[config.mk]
export PLATFORM = sky130hd
export DESIGN_NAME = c_buffer_drain
export DESIGN_NICKNAME = d
export VERILOG_FILES = /design/src/rtl/c_buffer_drain.sv
export SDC_FILE = /design/constraint.sdc
export NUM_CORES = 1
export LEC_CHECK = 0
export BUFFER_PORTS_ARGS = -buffer_cell sky130_fd_sc_hd__buf_2
export CAP_MARGIN = 10
export CORE_ASPECT_RATIO = 0.5
export CORE_UTILIZATION = 35
export DETAILED_ROUTE_END_ITERATION = 6
export PLACE_DENSITY_LB_ADDON = 0.05
export REMOVE_ABC_BUFFERS = 1
export SETUP_SLACK_MARGIN = 0.02
export SYNTH_ARGS = -nofsm -noshare
export SYNTH_HDL_FRONTEND = slang
export SYNTH_SLANG_ARGS = --single-unit
[constraint.sdc]
create_clock -name clk -period 13.41 [get_ports clk]
set_input_delay 0.6705 -clock clk [delete_from_list [all_inputs] [get_ports clk]]
set_output_delay 0.6705 -clock clk [all_outputs]
set_load 0.05 [all_outputs]
[src/rtl/c_buffer_drain.sv]
// c_buffer_drain: reads 128-bit C-buffer words and streams them out as a row-major 32-bit element stream.
// Optional feature macro C_DRAIN_CLAMP_EN saturates every element to the int8 range [-128, 127].
module c_buffer_drain #(
    parameter int LANES   = 4,
    parameter int ELEM_W  = 32,
    parameter int C_IDX_W = 16
) (
    input  logic                      clk,
    input  logic                      rst,
    input  logic                      start,
    input  logic [12:0]               M,
    input  logic [8:0]                N,
    output logic                      busy,
    output logic                      done,
    output logic [C_IDX_W-1:0]        C_index,
    output logic                      C_rd_en,
    input  logic [LANES*ELEM_W-1:0]   C_data_out,
    output logic                      out_valid,
    input  logic                      out_ready,
    output logic [ELEM_W-1:0]         out_data,
    output logic                      out_last
);
    localparam int WORD_W = LANES * ELEM_W;
    localparam int LW     = $clog2(LANES);
    localparam int LENW   = LW + 1;

    typedef enum logic [1:0] {S_IDLE, S_RUN, S_FLUSH} state_t;

    state_t             r_state;
    state_t             w_state_nxt;
    logic [12:0]        r_m_tot;
    logic [6:0]         r_nb;
    logic [LENW-1:0]    r_last_len;
    logic [12:0]        r_m;
    logic [6:0]         r_b;
    logic [C_IDX_W-1:0] r_ptr;
    logic [C_IDX_W-1:0] r_index;
    logic               r_rd_en, r_rd_last, r_ret_vld, r_ret_last;
    logic [LENW-1:0]    r_rd_len, r_ret_len;
    logic [WORD_W-1:0]  r_slot_data [2];
    logic [LENW-1:0]    r_slot_len  [2];
    logic [1:0]         r_slot_vld, r_slot_last;
    logic               r_head, r_tail;
    logic [LW-1:0]      r_lane;
    logic               r_done;

    logic               w_start_ok, w_start_nop;
    logic               w_xfer, w_at_end, w_free, w_issue, w_last_blk, w_last_rd;
    logic [2:0]         w_credits;
    logic [6:0]         w_nb_in;
    logic [LENW-1:0]    w_last_len_in;
    logic [ELEM_W-1:0]  w_lane_elem;

    // Saturation happens as a word lands in a slot, so the output mux sees final values.
    function automatic logic [WORD_W-1:0] f_fill(input logic [WORD_W-1:0] word);
        logic [WORD_W-1:0] res;
        res = word;
`ifdef C_DRAIN_CLAMP_EN
        for (int j = 0; j < LANES; j++) begin
            logic signed [ELEM_W-1:0] e;
            e = word[WORD_W-1-ELEM_W*j -: ELEM_W];
            res[WORD_W-1-ELEM_W*j -: ELEM_W] = (e > 127)  ? ELEM_W'(127)  :
                                               (e < -128) ? ELEM_W'(-128) : e;
        end
`endif
        return res;
    endfunction

    assign w_start_ok    = (r_state == S_IDLE) && start && (M != '0) && (N != '0);
    assign w_start_nop   = (r_state == S_IDLE) && start && ((M == '0) || (N == '0));
    assign w_nb_in       = 7'((10'(N) + 10'd3) >> LW);
    assign w_last_len_in = LENW'((N - 9'd1) & 9'(LANES - 1)) + LENW'(1);

    assign out_valid  = r_slot_vld[r_head];
    assign w_at_end   = ({1'b0, r_lane} == r_slot_len[r_head] - LENW'(1));
    assign w_xfer     = out_valid && out_ready;
    assign w_free     = w_xfer && w_at_end;
    assign out_last   = out_valid && r_slot_last[r_head] && w_at_end;
    assign out_data   = w_lane_elem;

    // A slot freed this cycle already counts as available to a new read.
    assign w_credits  = 3'(r_slot_vld[0]) + 3'(r_slot_vld[1]) + 3'(r_rd_en) + 3'(r_ret_vld) - 3'(w_free);
    assign w_issue    = (r_state == S_RUN) && (w_credits < 3'd2);
    assign w_last_blk = (r_b == r_nb - 7'd1);
    assign w_last_rd  = w_last_blk && (r_m == r_m_tot - 13'd1);

    assign busy    = (r_state != S_IDLE);
    assign done    = r_done;
    assign C_index = r_index;
    assign C_rd_en = r_rd_en;

    always_comb begin
        // NOTE: each comb output gets a default first so no path can infer a latch.
        w_lane_elem = '0;
        for (int j = 0; j < LANES; j++) begin
            if (r_lane == LW'(j)) w_lane_elem = r_slot_data[r_head][WORD_W-1-ELEM_W*j -: ELEM_W];
        end
    end

    always_comb begin
        w_state_nxt = r_state;
        unique case (r_state)
            S_IDLE:  if (w_start_ok) w_state_nxt = S_RUN;
            S_RUN:   if (w_issue && w_last_rd) w_state_nxt = S_FLUSH;
            S_FLUSH: if (w_free && r_slot_last[r_head]) w_state_nxt = S_IDLE;
            default: w_state_nxt = S_IDLE;
        endcase
    end

    always_ff @(posedge clk) begin
        if (rst) r_state <= S_IDLE;
        else     r_state <= w_state_nxt;
    end

    always_ff @(posedge clk) begin
        if (rst) begin
            r_m_tot     <= '0;
            r_nb        <= '0;
            r_last_len  <= '0;
            r_m         <= '0;
            r_b         <= '0;
            r_ptr       <= '0;
            r_index     <= '0;
            r_rd_en     <= 1'b0;
            r_rd_last   <= 1'b0;
            r_rd_len    <= '0;
            r_ret_vld   <= 1'b0;
            r_ret_last  <= 1'b0;
            r_ret_len   <= '0;
            r_slot_vld  <= '0;
            r_slot_last <= '0;
            r_head      <= 1'b0;
            r_tail      <= 1'b0;
            r_lane      <= '0;
            r_done      <= 1'b0;
            // NOTE: slot storage is reset as well so out_data reads 0 straight out of reset.
            for (int s = 0; s < 2; s++) begin
                r_slot_data[s] <= '0;
                r_slot_len[s]  <= '0;
            end
        end else begin
            r_done     <= w_start_nop || ((r_state == S_FLUSH) && w_free && r_slot_last[r_head]);
            r_rd_en    <= w_issue;
            r_ret_vld  <= r_rd_en;
            r_ret_len  <= r_rd_len;
            r_ret_last <= r_rd_last;

            if (w_start_ok) begin
                r_m_tot    <= M;
                r_nb       <= w_nb_in;
                r_last_len <= w_last_len_in;
                r_m        <= '0;
                r_b        <= '0;
                r_ptr      <= '0;
            end

            // Index walks b*M+m by adding M per block and restarting at the next row.
            if (w_issue) begin
                r_index   <= r_ptr;
                r_rd_len  <= w_last_blk ? r_last_len : LENW'(LANES);
                r_rd_last <= w_last_rd;
                if (w_last_blk) begin
                    r_b   <= '0;
                    r_m   <= r_m + 13'd1;
                    r_ptr <= C_IDX_W'(r_m) + C_IDX_W'(1);
                end else begin
                    r_b   <= r_b + 7'd1;
                    r_ptr <= r_ptr + C_IDX_W'(r_m_tot);
                end
            end

            if (w_xfer) begin
                if (w_at_end) begin
                    r_slot_vld[r_head] <= 1'b0;
                    r_head             <= ~r_head;
                    r_lane             <= '0;
                end else begin
                    r_lane <= r_lane + LW'(1);
                end
            end

            if (r_ret_vld) begin
                r_slot_data[r_tail] <= f_fill(C_data_out);
                r_slot_len[r_tail]  <= r_ret_len;
                r_slot_last[r_tail] <= r_ret_last;
                r_slot_vld[r_tail]  <= 1'b1;
                r_tail              <= ~r_tail;
            end
        end
    end
endmodule

* Yosys cells after proc, flatten, opt, wreduce, memory -nomap -nowiden
Memory sizes are Yosys's and may differ from the RTL's. A register that Yosys moved wholly into a read port is not among the register bits.
Index checks and enable logic that the tools add are counted.
Widths: inputs -> output; s select.
** Cells by class
- Multipliers :: 0
- $add $sub $neg :: 15
- Reductions and logical operators :: 30
- Mux-type cells :: 47
- Bitwise gates (word level) :: 5
- Eq/ne operators :: 11
- Order comparisons :: 5
- Shifts and indexed selects :: 0
- Divide/modulo/power cells :: 0
** Operator list (count)
- $mux 128 :: 1
- $mux 32 :: 4
- $reduce_or 128->1 :: 1
- $mux 16 :: 3
- $mux 13 :: 3
- $mux 7 :: 3
- $mux 1 :: 19
- $add 16x13->16 :: 1
- $logic_and 1x1->1 :: 16
- $mux 2 :: 8
- $add 13x1->14 const B :: 1
- $add 13x1->13 const B :: 1
- $eq 13x13->1 :: 1
- $logic_not 13->1 :: 1
- $reduce_bool 13->1 :: 1
- $sub 13x1->13 const B :: 1
- $add 9x2->9 const B :: 1
- $logic_not 9->1 :: 1
- $reduce_bool 9->1 :: 1
- $add 7x1->7 const B :: 1
- $eq 7x7->1 :: 1
- $sub 7x1->7 const B :: 1
- $eq 2x2->1 const B :: 3
- $mux 3 :: 2
- 28 further kinds :: 37
** Storage, ports and cells
- Word-level logic and storage cells :: 135
- Memories :: 2
- Register bits after elaboration :: 96
- Output and inout bits :: 53
- ROM bits :: 0
- RAM bits :: 262
- Bits in latches :: 0
- Bits of input ports :: 154
** Memory list
- r_slot_data :: words 2, width 128, rd ports 1, clocked after memory_dff 1, write ports 2, RTL line 40 : logic [WORD_W-1:0] r_slot_data [2];
- r_slot_len :: words 2, width 3, rd ports 1, clocked after memory_dff 1, write ports 2, RTL line 41 : logic [LENW-1:0] r_slot_len [2];

* Depth between registers and ports, before layout
Gate-level depths: netlist of the first run.
- Depth in word-level cells :: 11
- Gate-level depth with buffers :: 21
- Mapped depth without buffers :: 16

* Worst setup path after synthesis of the first run
No wires, ideal clock.
- Path kind :: reg2reg
- From :: reg r_tail
- To :: mem r_slot_data[1][0] (netlist bit), enable pin
- Required time :: 12606 ps
- Clock period less this slack :: 10414 ps
- Data arrival time :: 9611 ps
- Stages on the path, launching flop included :: 3
- Library setup time :: 804 ps
- Path buffers :: 0
- Path slack :: 2996 ps
- Cells stage by stage :: dfxtp_1 -> inv_1 -> o21ai_0
** RTL lines
- start, declared :: RTL line 43 : logic r_head, r_tail;
- start signal, assigned :: RTL line 187 : r_tail <= ~r_tail;
- end, declared :: RTL line 40

==> impl_metrics.py, run 1 <==
metrics = {
    "timing": {
        "relSlewSlack_pct": 29.0,
        "post-route-period-util_pct": 44.7,
        "min_period_ns": 6.00,
        "rsz0062_at_grt": "false",
        "clock.fmax_mhz": 167,
        "worst_pin_slew_ns": 1.06,
        "drv_slew": 0,
        "hold_viol": 0,
        "fin_skew_ns": 0.0134,
        "holdWs_ns": 0.398,
        "setup_tns_ns": 0,
        "setup_violations": 0,
    },
    "min_path": {
        "worstHoldPathType": "input pin to register",
    },
    "status": {
        "status": "completed",
    },
    "global_routing": {
        "grt_pass1_vias": 12300,
        "gr-total-overflow": 0,
        "grt_util_all_layers_pct": 17.1,
        "grt_pass1_wl_um": 68000,
        "antenna_found_initial": 3,
        "grt_max_degree": 133,
    },
    "floorplan": {
        "die_y_um": 160,
        "io_pins": 207,
        "die_x_um": 317,
        "rows": 57,
        "floorplan.initialDensity_pct": 35.6,
        "fp.dieArea_um2": 50600,
        "core_um2": 48800,
    },
    "clock_network": {
        "clk_latency_ns": 0.53,
        "h-tree-depth": 2,
        "hold_buffers": 0,
        "numCtsBuffers": 36,
        "cts_root_buf": "clkbuf_16",
        "post_cts_resized": 0,
        "cts_buffer_depth": 3,
        "post_cts_buffers": 0,
        "tritoncts": "done",
        "clock-sinks": 359,
        "clk_pin_slew_worst_paths_ns": 0.07,
    },
    "synth": {
        "ys_ff_latch": 359,
        "syn_area_per_cell_um2": 11.2,
        "synth_cell_types": 73,
        "synthTopCellsByArea": "edfxtp_1 45%, dfxtp_1 11%, and2_1 9.6%, mux2i_1 7.0%, a21oi_1 3.7%",
        "yosysSeqAreaShare_pct": 56.5,
        "synthFlopType": "edfxtp_1",
        "synth_area_um2": 17400,
        "synth_edf_count": 262,
        "synthCells": 1549,
        "synth_top_area_cell": "edfxtp_1",
        "synthArstFlopShare_pct": 0,
        "synth_warnings": 0,
        "netlist.area_leader.share_pct": 45.3,
    },
    "worst_setup_path": {
        "arrival_ns": 6.47,
        "start_kind": "register",
        "crit-reg2reg-capture": "r_rd_last$_SDFFE_PP0P_",
        "worstPathMaxFanout": 56,
        "worst-r2r-cell-count": 15,
        "critPathKind": "register to register",
        "path_cells": "buf_4 > mux2i_1 > xor2_1 > nand3_1 > nor2_1 > ha_1 > fa_1 > nand2b_1 > fa_1 > xor2_1 > nand4_1 > buf_4 > or4_1 > or4_1 > a21bo_1",
        "worst_setup_path_end_kind": "register",
        "cpMaxStageDelayCell": "or4_1",
        "endpoint": "r_rd_last$_SDFFE_PP0P_",
        "cpLargestDelayFamily": "simple AND/OR/NAND/NOR gates",
        "cp.depth": 15,
        "critPathBufInv": 2,
        "cp.required_ns": 13.88,
        "critical-path-max-stage-delay_ns": 0.93,
        "r2r_slack_ns": 7.41,
    },
    "route": {
        "vias": 11900,
        "drtIter0Drc": 596,
        "vias_per_cell": 4.97,
        "antenna_left": 0,
        "routed_wl_um": 43500,
        "firstDrtPassIters": 5,
        "wl_per_cell_um": 18.2,
        "drc": 0,
    },
    "run": {
        "cap_violations": 0,
    },
    "finish": {
        "nets": 1897,
        "area_delta_synth_final_pct": 16.4,
        "layout-drive-gt1-share_pct": 18.7,
        "final_common_cell": "and2_1",
        "final_cell_mix": "266 x and2_1, 262 x edfxtp_1, 206 x buf_2",
        "fillers": 4743,
    },
    "power_and_ir_drop": {
        "power_density_nw_per_um2": 124,
        "ir_drop_mv": 0.0693,
        "p_leak_uw": 0.00764,
        "power.total_uw": 2520,
    },
    "placement": {
        "portBuffers": 206,
        "hpwl_um": 25900,
        "globalplace.congestion": 0.806,
    },
}
==> state kept, by name, indices dropped and copies added, names as in the netlist, 2 cells and up, named ones only <==
register and count:
r_slot_data 256, C_index 16, r_ptr 16, r_m 13, r_m_tot 13, r_b 7
r_nb 7, r_slot_len 6, r_last_len 3, r_rd_len 3, r_ret_len 3, r_lane 2
r_slot_last 2, r_slot_vld 2, r_state 2
==> worst min-delay path by stage <==
stage | from | endpoint | cells past startpoint
6_report | M[9] | r_m_tot[9]$_SDFFE_PP0P_ | 3
5_1_grt | M[3] | r_m_tot[3]$_SDFFE_PP0P_ | 3
4_1_cts | M[9] | r_m_tot[9]$_SDFFE_PP0P_ | 3
3_5_place_dp | r_rd_len[0]$_SDFFE_PP0P_ | r_rd_len[0]$_SDFFE_PP0P_ | 2
3_3_place_gp | r_rd_len[0]$_SDFFE_PP0P_ | r_rd_len[0]$_SDFFE_PP0P_ | 2
2_1_floorplan | r_rd_len[0]$_SDFFE_PP0P_ | r_rd_len[0]$_SDFFE_PP0P_ | 2
==> worst register-to-register path, cell delays in order (launching register included) <==
cell      delay [ns]
dfxtp_4         0.69
buf_4           0.84
mux2i_1         0.31
xor2_1          0.16
nand3_1         0.20
nor2_1          0.20
ha_1            0.26
fa_1            0.43
nand2b_1        0.16
fa_1            0.37
xor2_1          0.18
nand4_1         0.12
buf_4           0.23
or4_1           0.94
or4_1           0.67
a21bo_1         0.19
==> kinds of logic after synthesis <==
| kind of cell | count (synthesis) | share of synthesized area, % |
|---|---|---|
| xor gates and xnor gates | 55 | 2.77 |
| adders and majority gates | 28 | 2.15 |
| AOI/OAI and AO/OA | 249 | 8.78 |
| buffers and inverters | 122 | 2.69 |
| DFF | 359 | 56.5 |
| muxes | 154 | 9.11 |
| and+or+nand+nor | 582 | 18.0 |
==> cells in the mapped netlist (5+ instances only) <==
| cell type | n |
|---|---|
| a211oi_1 | 44 |
| a21oi_1 | 128 |
| a31oi_1 | 8 |
| and2_1 | 266 |
| and3_1 | 7 |
| buf_1 | 14 |
| buf_2 | 8 |
| clkbuf_1 | 71 |
| dfxtp_1 | 97 |
| edfxtp_1 | 262 |
| ha_1 | 25 |
| inv_1 | 29 |
| mux2_2 | 32 |
| mux2i_1 | 121 |
| nand2_1 | 74 |
| nand3_1 | 24 |
| nand4_1 | 11 |
| nor2_1 | 133 |
| nor2b_1 | 9 |
| nor3_1 | 12 |
| nor4_1 | 6 |
| o21ai_0 | 25 |
| or3_1 | 10 |
| or4_1 | 5 |
| xnor2_1 | 30 |
| xor2_1 | 25 |
==> power by group <==
part / switching, uW / internal (uW) / total, uW
Combinational: 142 / 80.1 / 222
Sequential: 21.7 / 1230 / 1250
Clock: 439 / 601 / 1040
Total: 603 / 1910 / 2520
==> layer usage <==
layer  GRT usage [%]  vias up  wire length, um
li1                -     5860                -
met1            21.0     5811            19000
met2            31.1      151            22300
met3            2.79       61             1340
met4            4.26        0              857
met5               0        -                0
==> cell type report <==
type	instances	area, um^2	share of cell area (%)
diodes	3	7.51	0.0371
clock buffers	51	1010	4.99
multi-input cells	1068	7150	35.4
repair buffers	221	1170	5.78
well taps	649	812	4.02
flip-flops and latches	359	9810	48.5
clock inverters	11	156	0.773
inverters	29	109	0.538
==> through the flow <==
step                instance area, um^2  setup slack [ns]  cells  utilization, %
CTS                               20200              7.32   2388            41.4
global placement                  19100              7.40   2326            39.1
floorplan                         17000              3.00   1456               -
global route                      20200              6.95   2391            41.5
finish                            20200              7.41   2391            41.5
detailed placement                19100              7.38   2326            39.1
No activity file was read; power rests on OpenSTA's default activity.
==> inputs of run 2 (changes only) <==
==> constraint.sdc (replaced) <==
create_clock -name clk -period 5.3 [get_ports clk]
set_input_delay 0.265 -clock clk [delete_from_list [all_inputs] [get_ports clk]]
set_output_delay 0.265 -clock clk [all_outputs]
set_load 0.05 [all_outputs]
==> run 2 against run 1 <==
Clock skew is 0.00099 ns higher. Non-clock buffer count grew 114. Worst setup slack got worse by 7.0 ns. Combinational power increased to 2.9 times the previous value. Sequential power increased to 2.5 times the previous value. Via count up 3.6%. Critical path type unchanged. Critical endpoint unchanged. Highest routed layer unchanged.
==> impl_metrics.py, run 2 (synthesized netlist as in run 1, its figures left out) <==
metrics = {
    "status": {
        "status": "completed",
    },
    "timing": {
        "min_period_ns": 4.86,
        "drv_slew": 0,
        "fin_skew_ns": 0.0144,
        "clock.fmax_mhz": 206,
        "rsz0062_at_grt": "false",
        "hold_viol": 0,
        "worst_pin_slew_ns": 1.07,
        "setup_violations": 0,
        "layout_setup_ws_ns": 0.439,
        "post-route-period-util_pct": 91.7,
        "relSlewSlack_pct": 28.9,
        "holdWs_ns": 0.0246,
    },
    "min_path": {
        "worstHoldPathType": "input pin to register",
        "min_from": "C_data_out[91]",
        "whs_endpoint": "r_slot_data[1][91]$_SDFFCE_PN0P_",
        "min_delay_path_depth": 2,
    },
    "worst_setup_path": {
        "arrival_ns": 5.35,
        "worst-r2r-cell-count": 14,
        "crit-reg2reg-capture": "r_rd_last$_SDFFE_PP0P_",
        "cp.required_ns": 5.79,
        "critPathKind": "register to register",
        "worstPathMaxFanout": 23,
        "path_cells": "mux2i_1 > ha_1 > xor2_1 > nand3_1 > nor2_1 > ha_1 > fa_1 > nand2b_1 > fa_1 > xor2_1 > nand4_1 > or4_1 > or4_1 > a21bo_1",
        "start_kind": "register",
        "r2r_slack_ns": 0.44,
        "cpMaxStageDelayCell": "or4_1",
        "critical-path-max-stage-delay_ns": 0.92,
        "worst_setup_path_end_kind": "register",
    },
    "route": {
        "vias_per_cell": 4.91,
        "drtIter0Drc": 647,
        "routed_wl_um": 43800,
        "drc": 0,
        "wl_per_cell_um": 17.5,
        "vias": 12300,
        "firstDrtPassIters": 5,
        "antenna_left": 0,
    },
    "floorplan": {
        "die_x_um": 317,
        "rows": 57,
        "core_um2": 48800,
        "floorplan.initialDensity_pct": 35.6,
        "fp.dieArea_um2": 50600,
        "die_y_um": 160,
        "io_pins": 207,
    },
    "clock_network": {
        "hold_buffers": 110,
        "h-tree-depth": 2,
        "tritoncts": "done",
        "clk_latency_ns": 0.54,
        "clk_pin_slew_worst_paths_ns": 0.07,
        "cts_buffer_depth": 3,
        "numCtsBuffers": 37,
        "clock-sinks": 359,
        "post_cts_resized": 0,
        "post_cts_buffers": 0,
        "cts_root_buf": "clkbuf_16",
    },
    "finish": {
        "nets": 2012,
        "largest_register_ff_count": 256,
        "final_common_cell": "and2_1",
        "largest_register": "r_slot_data",
        "final_cell_mix": "266 x and2_1, 262 x edfxtp_1, 206 x buf_2",
        "layout-drive-gt1-share_pct": 17.8,
        "area_delta_synth_final_pct": 22.9,
    },
    "power_and_ir_drop": {
        "p_leak_uw": 0.00814,
        "ir_drop_mv": 0.211,
        "power.total_uw": 6400,
        "power_density_nw_per_um2": 300,
    },
    "placement": {
        "globalplace.congestion": 0.772,
        "hpwl_um": 26100,
        "place_ws_ns": 0.413,
        "portBuffers": 206,
    },
    "run": {
        "cap_violations": 0,
    },
    "global_routing": {
        "grt_pass1_wl_um": 69600,
        "gr-total-overflow": 0,
        "grt_util_all_layers_pct": 17.3,
        "antenna_found_initial": 1,
        "grt_pass1_vias": 13000,
        "grt_max_degree": 133,
    },
}
run 2: cell types whose count changed in the layout (fill, tap and decap cells not counted), sizes merged:
cell / change
bufinv: -2
diode: -2
buf: +4
inv: +1
clkbuf: -1
dlygate4sd3: +110
clkinvlp: -2
clkinv: +9
run 2: cell type report:
cell class	count	area (um^2)
sequential	359	9810
antenna	1	2.50
clock buffer	50	1040
multi-input combinational	1068	7140
clock inverter	17	130
tap	649	812
timing repair buffer	335	2300
inverter	29	109
fill	4682	27400
run 2: routing by layer:
metal / global-route usage [%] / part of all wire (%) / vias up
met5: 0 / 0 / -
met4: 3.85 / 1.8 / 0
met3: 3.03 / 3.2 / 53
met2: 31.4 / 51 / 147
met1: 21.4 / 44 / 6023
li1: - / - / 6089
run 2: worst max-delay path by stage:
stage                                   start                         endpoint  cells past startpoint
after global routing                 register           r_ptr[13]$_SDFFE_PP0P_                     14
after detailed placement             register           r_rd_last$_SDFFE_PP0P_                     14
after global placement               register           r_rd_last$_SDFFE_PP0P_                     14
after floorplan           r_tail$_SDFFE_PP0P_  r_slot_data[1][0]$_SDFFCE_PN0P_                      2
after CTS                            register           r_rd_last$_SDFFE_PP0P_                     14
final                                register           r_rd_last$_SDFFE_PP0P_                     14
run 2: worst max-delay path: cells and delay by family, from the launching register on:
kind                       cells  cell delay [ns]
AOI/OAI and AO/OA              1             0.19
xor gates and xnor gates       2             0.31
adders and majority gates      4             1.36
DFF                            1             0.38
muxes                          1             0.27
and+or+nand+nor                6             2.28
run 2: power by group:
| group | leakage (uW) | total, uW | internal, uW | switching [uW] |
|---|---|---|---|---|
| Combinational | 0.00406 | 633 | 257 | 376 |
| Sequential | 0.00350 | 3170 | 3120 | 53.9 |
| Clock | 0.000577 | 2590 | 1470 | 1120 |
| Total | 0.00814 | 6400 | 4850 | 1550 |
run 2: metrics by stage:
step                cell area, um^2   TNS, ns  util [%]  cells
finish                        21300         0      43.8   2508
global route                  21300         0      43.8   2508
CTS                           21300         0      43.8   2507
detailed placement            19100         0      39.1   2330
global placement              19100         0      39.1   2330
floorplan                     17000  -1581.34         -   1456
